<file path="src/rtl/wb_arbiter_pkg.sv">
// Shared types and constants for the two-requester Wishbone arbiter.
package wb_arbiter_pkg;

   localparam int unsigned TIMEOUT_CYCLES_DEFAULT = 32'd255;
   localparam int unsigned WB_AW = 32'd32;
   localparam int unsigned WB_DW = 32'd32;
   localparam int unsigned WB_SW = 32'd4;

   typedef enum logic [1:0] {
      IDLE = 2'd0,
      OWN0 = 2'd1,
      OWN1 = 2'd2
   } state_t;

   typedef logic owner_t;

   localparam owner_t OWNER_M0 = 1'b0;
   localparam owner_t OWNER_M1 = 1'b1;

endpackage

</file>
<file path="src/rtl/wb_bus.sv">
// Classic Wishbone bus bundle; master drives the request, slave drives the response.
interface wb_bus;
   import wb_arbiter_pkg::*;

   logic             cyc;
   logic             stb;
   logic             we;
   logic [WB_AW-1:0] addr;
   logic [WB_DW-1:0] wdata;
   logic [WB_SW-1:0] sel;
   logic             ack;
   logic             err;
   logic [WB_DW-1:0] rdata;

   modport master (output cyc, stb, we, addr, wdata, sel, input ack, err, rdata);
   modport slave  (input cyc, stb, we, addr, wdata, sel, output ack, err, rdata);

endinterface

</file>
<file path="src/rtl/wb_arbiter_timeout.sv">
// Stall watchdog: counts consecutive stalled cycles of the current owner and
// flags expiry combinationally in the cycle the limit is reached.
module wb_arbiter_timeout
   import wb_arbiter_pkg::*;
#(
   parameter int unsigned TIMEOUT_CYCLES = TIMEOUT_CYCLES_DEFAULT
)
(
   input  logic clk,
   input  logic reset_n,
   input  logic active,
   input  logic done,
   output logic expired
);

   localparam logic [15:0] LIMIT_M1 = 16'(TIMEOUT_CYCLES - 32'd1);

   logic [15:0] count_q;
   logic [15:0] count_d;

   // Expiry depends only on the count, never on the slave response, so no
   // combinational path runs from ack back into the arbiter's bus outputs.
   assign expired = active & (count_q == LIMIT_M1);

   // Stall counter next state
   always_comb begin
      count_d = count_q;
      if (!active || done || expired) begin
         count_d = 16'd0;
      end else begin
         count_d = count_q + 16'd1;
      end
   end

   // Stall counter register
   always_ff @(posedge clk or negedge reset_n) begin
      if (!reset_n) begin
         count_q <= 16'd0;
      end else begin
         count_q <= count_d;
      end
   end

endmodule

</file>
<file path="src/rtl/wb_arbiter2.sv">
// Round-robin, bus-locking arbiter for two Wishbone masters sharing one slave.
// Define WB_ARBITER_TIMEOUT_EN to add the stall watchdog (wb_arbiter_timeout).
module wb_arbiter2
   import wb_arbiter_pkg::*;
#(
   parameter int unsigned TIMEOUT_CYCLES = TIMEOUT_CYCLES_DEFAULT
)
(
   input  logic  clk,
   input  logic  reset_n,
   wb_bus.slave  m0_bus,
   wb_bus.slave  m1_bus,
   wb_bus.master bus_master
);

   state_t state_q;
   state_t state_d;
   owner_t last_owner_q;
   owner_t last_owner_d;
   logic   req0_s;
   logic   req1_s;
   logic   expired_s;

   assign req0_s = m0_bus.cyc & m0_bus.stb;
   assign req1_s = m1_bus.cyc & m1_bus.stb;

`ifdef WB_ARBITER_TIMEOUT_EN
   logic own_stb_s;
   logic done_s;

   assign own_stb_s = ((state_q == OWN0) & m0_bus.stb) | ((state_q == OWN1) & m1_bus.stb);
   assign done_s    = bus_master.ack | bus_master.err;

   wb_arbiter_timeout #(
      .TIMEOUT_CYCLES (TIMEOUT_CYCLES)
   ) u_timeout (
      .clk     (clk),
      .reset_n (reset_n),
      .active  (own_stb_s),
      .done    (done_s),
      .expired (expired_s)
   );
`else
   logic unused_timeout_s;

   assign unused_timeout_s = ^TIMEOUT_CYCLES;
   assign expired_s        = 1'b0;
`endif

   // Arbitration FSM next state; ownership is only released through IDLE
   always_comb begin
      state_d      = state_q;
      last_owner_d = last_owner_q;
      case (state_q)
         IDLE: begin
            if (req0_s && req1_s) begin
               state_d = (last_owner_q == OWNER_M1) ? OWN0 : OWN1;
            end else if (req0_s) begin
               state_d = OWN0;
            end else if (req1_s) begin
               state_d = OWN1;
            end else begin
               state_d = IDLE;
            end
         end
         OWN0: begin
            if (!m0_bus.cyc) begin
               state_d      = IDLE;
               last_owner_d = OWNER_M0;
            end else begin
               state_d = OWN0;
            end
         end
         OWN1: begin
            if (!m1_bus.cyc) begin
               state_d      = IDLE;
               last_owner_d = OWNER_M1;
            end else begin
               state_d = OWN1;
            end
         end
         default: begin
            state_d = IDLE;
         end
      endcase
   end

   // FSM and round-robin state registers
   always_ff @(posedge clk or negedge reset_n) begin
      if (!reset_n) begin
         state_q      <= IDLE;
         last_owner_q <= OWNER_M1;
      end else begin
         state_q      <= state_d;
         last_owner_q <= last_owner_d;
      end
   end

   // Combinational request/response steering; a watchdog expiry masks the
   // downstream strobe and turns the owner's response into an error
   always_comb begin
      bus_master.cyc   = 1'b0;
      bus_master.stb   = 1'b0;
      bus_master.we    = 1'b0;
      bus_master.addr  = '0;
      bus_master.wdata = '0;
      bus_master.sel   = '0;
      m0_bus.ack       = 1'b0;
      m0_bus.err       = 1'b0;
      m0_bus.rdata     = bus_master.rdata;
      m1_bus.ack       = 1'b0;
      m1_bus.err       = 1'b0;
      m1_bus.rdata     = bus_master.rdata;
      case (state_q)
         OWN0: begin
            bus_master.cyc   = m0_bus.cyc & ~expired_s;
            bus_master.stb   = m0_bus.stb & ~expired_s;
            bus_master.we    = m0_bus.we;
            bus_master.addr  = m0_bus.addr;
            bus_master.wdata = m0_bus.wdata;
            bus_master.sel   = m0_bus.sel;
            m0_bus.ack       = bus_master.ack & ~expired_s;
            m0_bus.err       = bus_master.err | expired_s;
         end
         OWN1: begin
            bus_master.cyc   = m1_bus.cyc & ~expired_s;
            bus_master.stb   = m1_bus.stb & ~expired_s;
            bus_master.we    = m1_bus.we;
            bus_master.addr  = m1_bus.addr;
            bus_master.wdata = m1_bus.wdata;
            bus_master.sel   = m1_bus.sel;
            m1_bus.ack       = bus_master.ack & ~expired_s;
            m1_bus.err       = bus_master.err | expired_s;
         end
         default: begin
            bus_master.cyc = 1'b0;
         end
      endcase
   end

endmodule
</file>
<file path="src/flat_wrapper.sv">
// flat-port wrapper written by rule: the top's interface ports become plain ports
module wb_arbiter2_flat import wb_arbiter_pkg::*;
#(
   parameter int unsigned TIMEOUT_CYCLES = TIMEOUT_CYCLES_DEFAULT
)
  (clk, reset_n, m0_bus_cyc, m0_bus_stb, m0_bus_we, m0_bus_addr, m0_bus_wdata, m0_bus_sel, m0_bus_ack, m0_bus_err, m0_bus_rdata, m1_bus_cyc, m1_bus_stb, m1_bus_we, m1_bus_addr, m1_bus_wdata, m1_bus_sel, m1_bus_ack, m1_bus_err, m1_bus_rdata, bus_master_cyc, bus_master_stb, bus_master_we, bus_master_addr, bus_master_wdata, bus_master_sel, bus_master_ack, bus_master_err, bus_master_rdata);
  wb_bus m0_bus_i ();
  wb_bus m1_bus_i ();
  wb_bus bus_master_i ();
  input  logic clk;
  input  logic reset_n;
  input wire logic [$bits(m0_bus_i.cyc)-1:0] m0_bus_cyc;
  input wire logic [$bits(m0_bus_i.stb)-1:0] m0_bus_stb;
  input wire logic [$bits(m0_bus_i.we)-1:0] m0_bus_we;
  input wire logic [$bits(m0_bus_i.addr)-1:0] m0_bus_addr;
  input wire logic [$bits(m0_bus_i.wdata)-1:0] m0_bus_wdata;
  input wire logic [$bits(m0_bus_i.sel)-1:0] m0_bus_sel;
  output wire logic [$bits(m0_bus_i.ack)-1:0] m0_bus_ack;
  output wire logic [$bits(m0_bus_i.err)-1:0] m0_bus_err;
  output wire logic [$bits(m0_bus_i.rdata)-1:0] m0_bus_rdata;
  input wire logic [$bits(m1_bus_i.cyc)-1:0] m1_bus_cyc;
  input wire logic [$bits(m1_bus_i.stb)-1:0] m1_bus_stb;
  input wire logic [$bits(m1_bus_i.we)-1:0] m1_bus_we;
  input wire logic [$bits(m1_bus_i.addr)-1:0] m1_bus_addr;
  input wire logic [$bits(m1_bus_i.wdata)-1:0] m1_bus_wdata;
  input wire logic [$bits(m1_bus_i.sel)-1:0] m1_bus_sel;
  output wire logic [$bits(m1_bus_i.ack)-1:0] m1_bus_ack;
  output wire logic [$bits(m1_bus_i.err)-1:0] m1_bus_err;
  output wire logic [$bits(m1_bus_i.rdata)-1:0] m1_bus_rdata;
  output wire logic [$bits(bus_master_i.cyc)-1:0] bus_master_cyc;
  output wire logic [$bits(bus_master_i.stb)-1:0] bus_master_stb;
  output wire logic [$bits(bus_master_i.we)-1:0] bus_master_we;
  output wire logic [$bits(bus_master_i.addr)-1:0] bus_master_addr;
  output wire logic [$bits(bus_master_i.wdata)-1:0] bus_master_wdata;
  output wire logic [$bits(bus_master_i.sel)-1:0] bus_master_sel;
  input wire logic [$bits(bus_master_i.ack)-1:0] bus_master_ack;
  input wire logic [$bits(bus_master_i.err)-1:0] bus_master_err;
  input wire logic [$bits(bus_master_i.rdata)-1:0] bus_master_rdata;
  assign m0_bus_i.cyc = m0_bus_cyc;
  assign m0_bus_i.stb = m0_bus_stb;
  assign m0_bus_i.we = m0_bus_we;
  assign m0_bus_i.addr = m0_bus_addr;
  assign m0_bus_i.wdata = m0_bus_wdata;
  assign m0_bus_i.sel = m0_bus_sel;
  assign m0_bus_ack = m0_bus_i.ack;
  assign m0_bus_err = m0_bus_i.err;
  assign m0_bus_rdata = m0_bus_i.rdata;
  assign m1_bus_i.cyc = m1_bus_cyc;
  assign m1_bus_i.stb = m1_bus_stb;
  assign m1_bus_i.we = m1_bus_we;
  assign m1_bus_i.addr = m1_bus_addr;
  assign m1_bus_i.wdata = m1_bus_wdata;
  assign m1_bus_i.sel = m1_bus_sel;
  assign m1_bus_ack = m1_bus_i.ack;
  assign m1_bus_err = m1_bus_i.err;
  assign m1_bus_rdata = m1_bus_i.rdata;
  assign bus_master_cyc = bus_master_i.cyc;
  assign bus_master_stb = bus_master_i.stb;
  assign bus_master_we = bus_master_i.we;
  assign bus_master_addr = bus_master_i.addr;
  assign bus_master_wdata = bus_master_i.wdata;
  assign bus_master_sel = bus_master_i.sel;
  assign bus_master_i.ack = bus_master_ack;
  assign bus_master_i.err = bus_master_err;
  assign bus_master_i.rdata = bus_master_rdata;
  wb_arbiter2 #(.TIMEOUT_CYCLES(TIMEOUT_CYCLES)) u_core (.clk(clk), .reset_n(reset_n), .m0_bus(m0_bus_i), .m1_bus(m1_bus_i), .bus_master(bus_master_i));
endmodule
</file>
<file path="config.mk">
export PLATFORM = sky130hd
export DESIGN_NAME = wb_arbiter2_flat
export DESIGN_NICKNAME = d
export VERILOG_FILES = /design/src/rtl/wb_arbiter_pkg.sv /design/src/rtl/wb_bus.sv /design/src/rtl/wb_arbiter_timeout.sv /design/src/rtl/wb_arbiter2.sv /design/src/flat_wrapper.sv
export SDC_FILE = /design/constraint.sdc
export NUM_CORES = 1
export LEC_CHECK = 0
export ABC_AREA = 1
export CORE_AREA = 3 3 122 124
export CTS_CLUSTER_SIZE = 30
export DETAILED_ROUTE_END_ITERATION = 16
export DIE_AREA = 0 0 125 127
export PLACE_DENSITY = 0.5
export SLEW_MARGIN = 30
export SYNTH_ARGS = -nofsm -noshare
export SYNTH_HDL_FRONTEND = slang
export SYNTH_HIERARCHICAL = 1
export SYNTH_SLANG_ARGS = --single-unit
export TNS_END_PERCENT = 10
</file>
<file path="constraint.sdc">
create_clock -name clk -period 2.7 [get_ports clk]
set_clock_uncertainty 0.2 [all_clocks]
set_input_delay 0.675 -clock clk [delete_from_list [all_inputs] [get_ports clk]]
set_output_delay 0.675 -clock clk [all_outputs]
set_load 0.02 [all_outputs]
</file>
**Word-level counts from Yosys, hierarchy flattened**

Cells that the tools add are included.

- Output and inout port bits: 139
- Input port bits: 178
- Bits in registers: 3
- Logic and storage cells: 32

- Eq/ne operators: 4
- Mux-type cells: 20
- Reduce and logical (&&, ||, !) cells: 4
- Bitwise operators: 2

Operator list:

| cell | count |
|---|---|
| $pmux 32 s2 | 2 |
| $mux 2 | 5 |
| $pmux 1 s2 | 4 |
| $pmux 4 s2 | 1 |
| $mux 1 | 7 |
| $pmux 2 s3 | 1 |
| $ne 2x2->1 const B | 2 |
| $reduce_and 3->1 | 1 |
| $and 1x1->1 | 2 |
| $eq 2x1->1 const B | 1 |
| $eq 2x2->1 const B | 1 |
| $logic_not 2->1 | 1 |
| $reduce_bool 2->1 | 1 |
| $logic_and 1x1->1 | 1 |

**Logic depth before layout (Yosys ltp)**

- Depth in word-level cells: 5
- Mapped depth: 7
- Depth with buffers taken out: 6

**Worst setup path before layout**

Ideal clock, no wire load.

- Kind: register to output
- Start: reg u_core.state_q[0]
- End: out bus_master_addr[0]
- Stages on the path, launching flop included: 7
- Data arrival time: 1.333 ns
- Path slack: 0.492 ns
- Buffers on the path: 2
- Required time: 1.825 ns
- Cell sequence: dfrtp_1 inv_1 ha_1 buf_4 buf_2 nand2_1 a21oi_1

- Cells in the longest elaborated chain, start to end: 2
- Elaborated cells on any way between the ends: 3
- Classes of those cells: 2 x eq/ne; 1 x mux

Ends and longest elaborated chain:

| element | line | RTL |
|---|---|---|
| start, declared | wb_arbiter2.sv:16 | `state_t state_q;` |
| start signal, assigned | wb_arbiter2.sv:94 | `state_q <= state_d;` |
| $eq 2x2->1 / $eq 2x1->1 (equally long branches) | wb_arbiter2.sv:114 | `case (state_q)` |
| $pmux 32 s2 * | wb_arbiter2.sv:114 |  |
| end, declared | flat_wrapper.sv:33 | `output wire logic [$bits(bus_master_i.addr)-1:0] bus_master_addr;` |

Every way passes the cells marked *; elsewhere a longest branch is shown, timed or not.

**Worst setup path after layout**

- Start: reg u_core.state_q[0]
- End: out bus_master_wdata[18]

- Cells in the longest elaborated chain, start to end: 2
- Elaborated cells on any way between the ends: 3
- Classes of those cells: 2 x eq/ne; 1 x mux

Ends and longest elaborated chain:

| element | line | RTL |
|---|---|---|
| $eq 2x2->1 / $eq 2x1->1 (equally long branches) | wb_arbiter2.sv:114 |  |
| $pmux 32 s2 * | wb_arbiter2.sv:114 |  |
| end, declared | flat_wrapper.sv:34 | `output wire logic [$bits(bus_master_i.wdata)-1:0] bus_master_wdata;` |

Marked as above.

==> results.md <==
* PwrDens at 495 nW/µm²
* Final Max Slew Viols at 0
* Worst path required time at about 1.8 ns
* Critical-path cell list: inv_1 -> ha_2 -> buf_12 -> nand2_1 -> a21oi_1 -> dlygate4sd2_1
* Clk buf depth at 2
* Number of port buffers at 220
* Syn avg cell area at 5.28 µm²
* Yosys cell types at 13
* Crit path capture type: output pin
* DIE WIDTH at ~130 µm
* Sw frac at 50.8%
* Postcts setup bufs at 0
* Maximum clock rate at approximately 380 MHz
* DR DRC count at 0
* Non-filler instance count after layout at between 600 and 700
* WL per Instance at approximately 12 µm
* Total core area at 13900 µm²
* Worst Tran Pin Value at around 0.24 ns
* Pin count of the biggest net entering global routing at 38
* Synthesized area at between 1500 and 2000 µm²
* TritonRoute pass-1 iters at 4
* Crit-path max FO at 27
* # rows at 43
* Comb power frac at about 82%
* Total GRT Usage at under 10%
* Warnings from Yosys at 6
* Status: completed
* Total number of vias at roughly 2600
* NetSw at 0.912 mW
* Root buf cell: clkbuf_16
* Post-synthesis register bit count at 3
* Vias in the first global route at roughly 2500
* Most common cell after layout, fill and taps aside: nand2_1
* Number of buffers and inverters on the critical path at 3
* Worst slew margin at 84.1%
* CP delay by family, top: buffers and inverters
* Share of cells above drive strength 1 at 11.9%
* First-pass GRT wire length at ~13 mm
* Clk pwr share at roughly an eighth
* Tmin final at around 2.6 ns
* Gpl congestion at 0.827
* Crit path DAT at between 1.5 and 2 ns
* Die span in y at ~130 µm
* Peak supply drop at 0.000319 V
* CTS H-tree lvls at 1
* Placed Cells at ~660
* 1st-iter DRT viols at 64
* Tot Pwr at 1.80 mW
* TritonCTS Buffers at 3
* Syn_nets at just over 500
* Synth top area share at roughly a third
* Hold buffer count at CTS at 0
* P_leak at between 1 and 1.5 nW
* Synth-to-Final Area Change at 105%
* R2R Setup Slk at approximately 1.1 ns
* Clk_lat worst skew at 0.23 ns
* Hold WC Path Type: reg2reg
* Final setup fails at 0
* CTS tree: done
* Seq/Total Area, Yosys at around 4.3%
* Slowest cell on crit path: dfrtp_1
* Worst Setup Path Type: reg2out
* Die ar. at 15900 µm²
* Crit share post-route at 97.3%
* Initial Util at between 10 and 15%
* Hpwl dp at between 6 and 7 mm
* Worst R2R Path Depth at 8
* Sequential Power Share at 4.4%
* CP max stage delay at slightly below 0.4 ns
* RSZ-0062 raised after global routing: yes
* Syn Inst Count at 334
* Clock sinks at 3
* Nets at ~670
* Final ANT Viol Nets at 0
* Critical Path Source Type: flip-flop
* Clock Pin Slew Worst Setup and Hold Paths at approximately 0.030 ns
* Ports at around 320
* Hold Path Depth at 2
* Antenna diodes at 0
* Fin. Hold Viols at 0
* Synth top area cells: nand2_1, buf_4, a21oi_1, buf_6, dfrtp_1
* Int Pwr at about 0.9 mW
* Vias/cell at roughly 3.8
* CP Depth at 6
* Filler cells at around 1600
* Congestion Overflow GR at 0
* Initial antenna violation count at 0
* Synth area leader: nand2_1
* Total Wirelength at just over 8 mm
* Maxcap violations at 0
* Most frequent cells in the layout: nand2_1, clkdlybuf4s50_1, a21oi_1
==> cell families after synthesis <==
| kind of cell | count (synthesis) | synth area share, % |
|---|---|---|
| buffers and inverters | 96 | 38.2 |
| AO/OA/AOI/OAI | 73 | 20.7 |
| AND/OR/NAND/NOR | 158 | 33.9 |
| adder cells (fa/ha/maj) | 4 | 2.84 |
| flip-flops | 3 | 4.33 |
==> state kept, by name, summed over array words and instances, names as in the netlist <==
name / flops
u_core/state_q: 2
u_core/last_owner_q: 1
==> worst min-delay path, cell delays in order (launching register included) <==
cell and delay (ns):
dfstp_2 0.36, nand2_1 0.06, nand2_1 0.04
==> cell type report <==
type                    instances  area (µm²)  area share [%]
clock buffers                   4        78.8            2.17
inverters                       9        33.8           0.932
well taps                     180         225            6.21
flip-flops and latches          3        76.3            2.11
repair buffers                235        2190            60.5
multi-input cells             235        1020            28.1
==> path summary, 6_finish.rpt <==
check / start / endpoint
setup reg to reg: u_core/state_q[0]$_DFF_PN0_ / u_core/last_owner_q$_DFFE_PN1P_
hold / removal: u_core/last_owner_q$_DFFE_PN1P_ / u_core/last_owner_q$_DFFE_PN1P_
setup / recovery: u_core/state_q[0]$_DFF_PN0_ / bus_master_wdata[18]
min in group asynchronous: reset_n / u_core/state_q[1]$_DFF_PN0_
max in group asynchronous: reset_n / u_core/last_owner_q$_DFFE_PN1P_
hold reg to reg: u_core/last_owner_q$_DFFE_PN1P_ / u_core/last_owner_q$_DFFE_PN1P_
==> cell usage after synthesis, drive strengths merged <==
master,instances
nand2,152
buf,79
a21oi,73
inv,9
clkbuf,8
ha,4
nand3,4
dfrtp,2
nor2,2
dfstp,1
==> through the flow <==
stage | hold WS [ns] | instance area [µm²] | utilization, % | setup WS, ns | setup TNS (ns)
after floorplan | 0.179 | 1760 | - | 0.492 | 0
final | 0.270 | 3620 | 26.1 | 0.0728 | 0
after global placement | 0.259 | 3760 | 27.1 | -0.196 | -8.77
after global routing | 0.306 | 3620 | 26.1 | -0.0476 | -0.152
after detailed placement | 0.266 | 3760 | 27.1 | -0.206 | -9.18
after CTS | 0.270 | 3740 | 27.0 | 0.00859 | 0
==> metal layers <==
layer  wire (µm)  vias up  GRT usage, %
li1            -     1288             -
met1        2880     1072          9.61
met2        4050      158          17.4
met3        1010       33          3.68
met4         350        0          4.21
met5           0        -             0
==> power groups by stage <==
stage	Combinational [mW]	Clock [mW]	Sequential [mW]
floorplan	0.983	0	0.0765
global placement	1.64	0	0.0791
detailed placement	1.65	0	0.0802
CTS	1.52	0.243	0.0803
global route	1.62	0.245	0.0829
finish	1.48	0.238	0.0797
==> timing repair <==
action | CTS | global route
gates cloned | 0 | 0
setup endpoints to repair | 75 | 55
resized for setup | 77 | 85
Power figures use the tool's default switching activity.
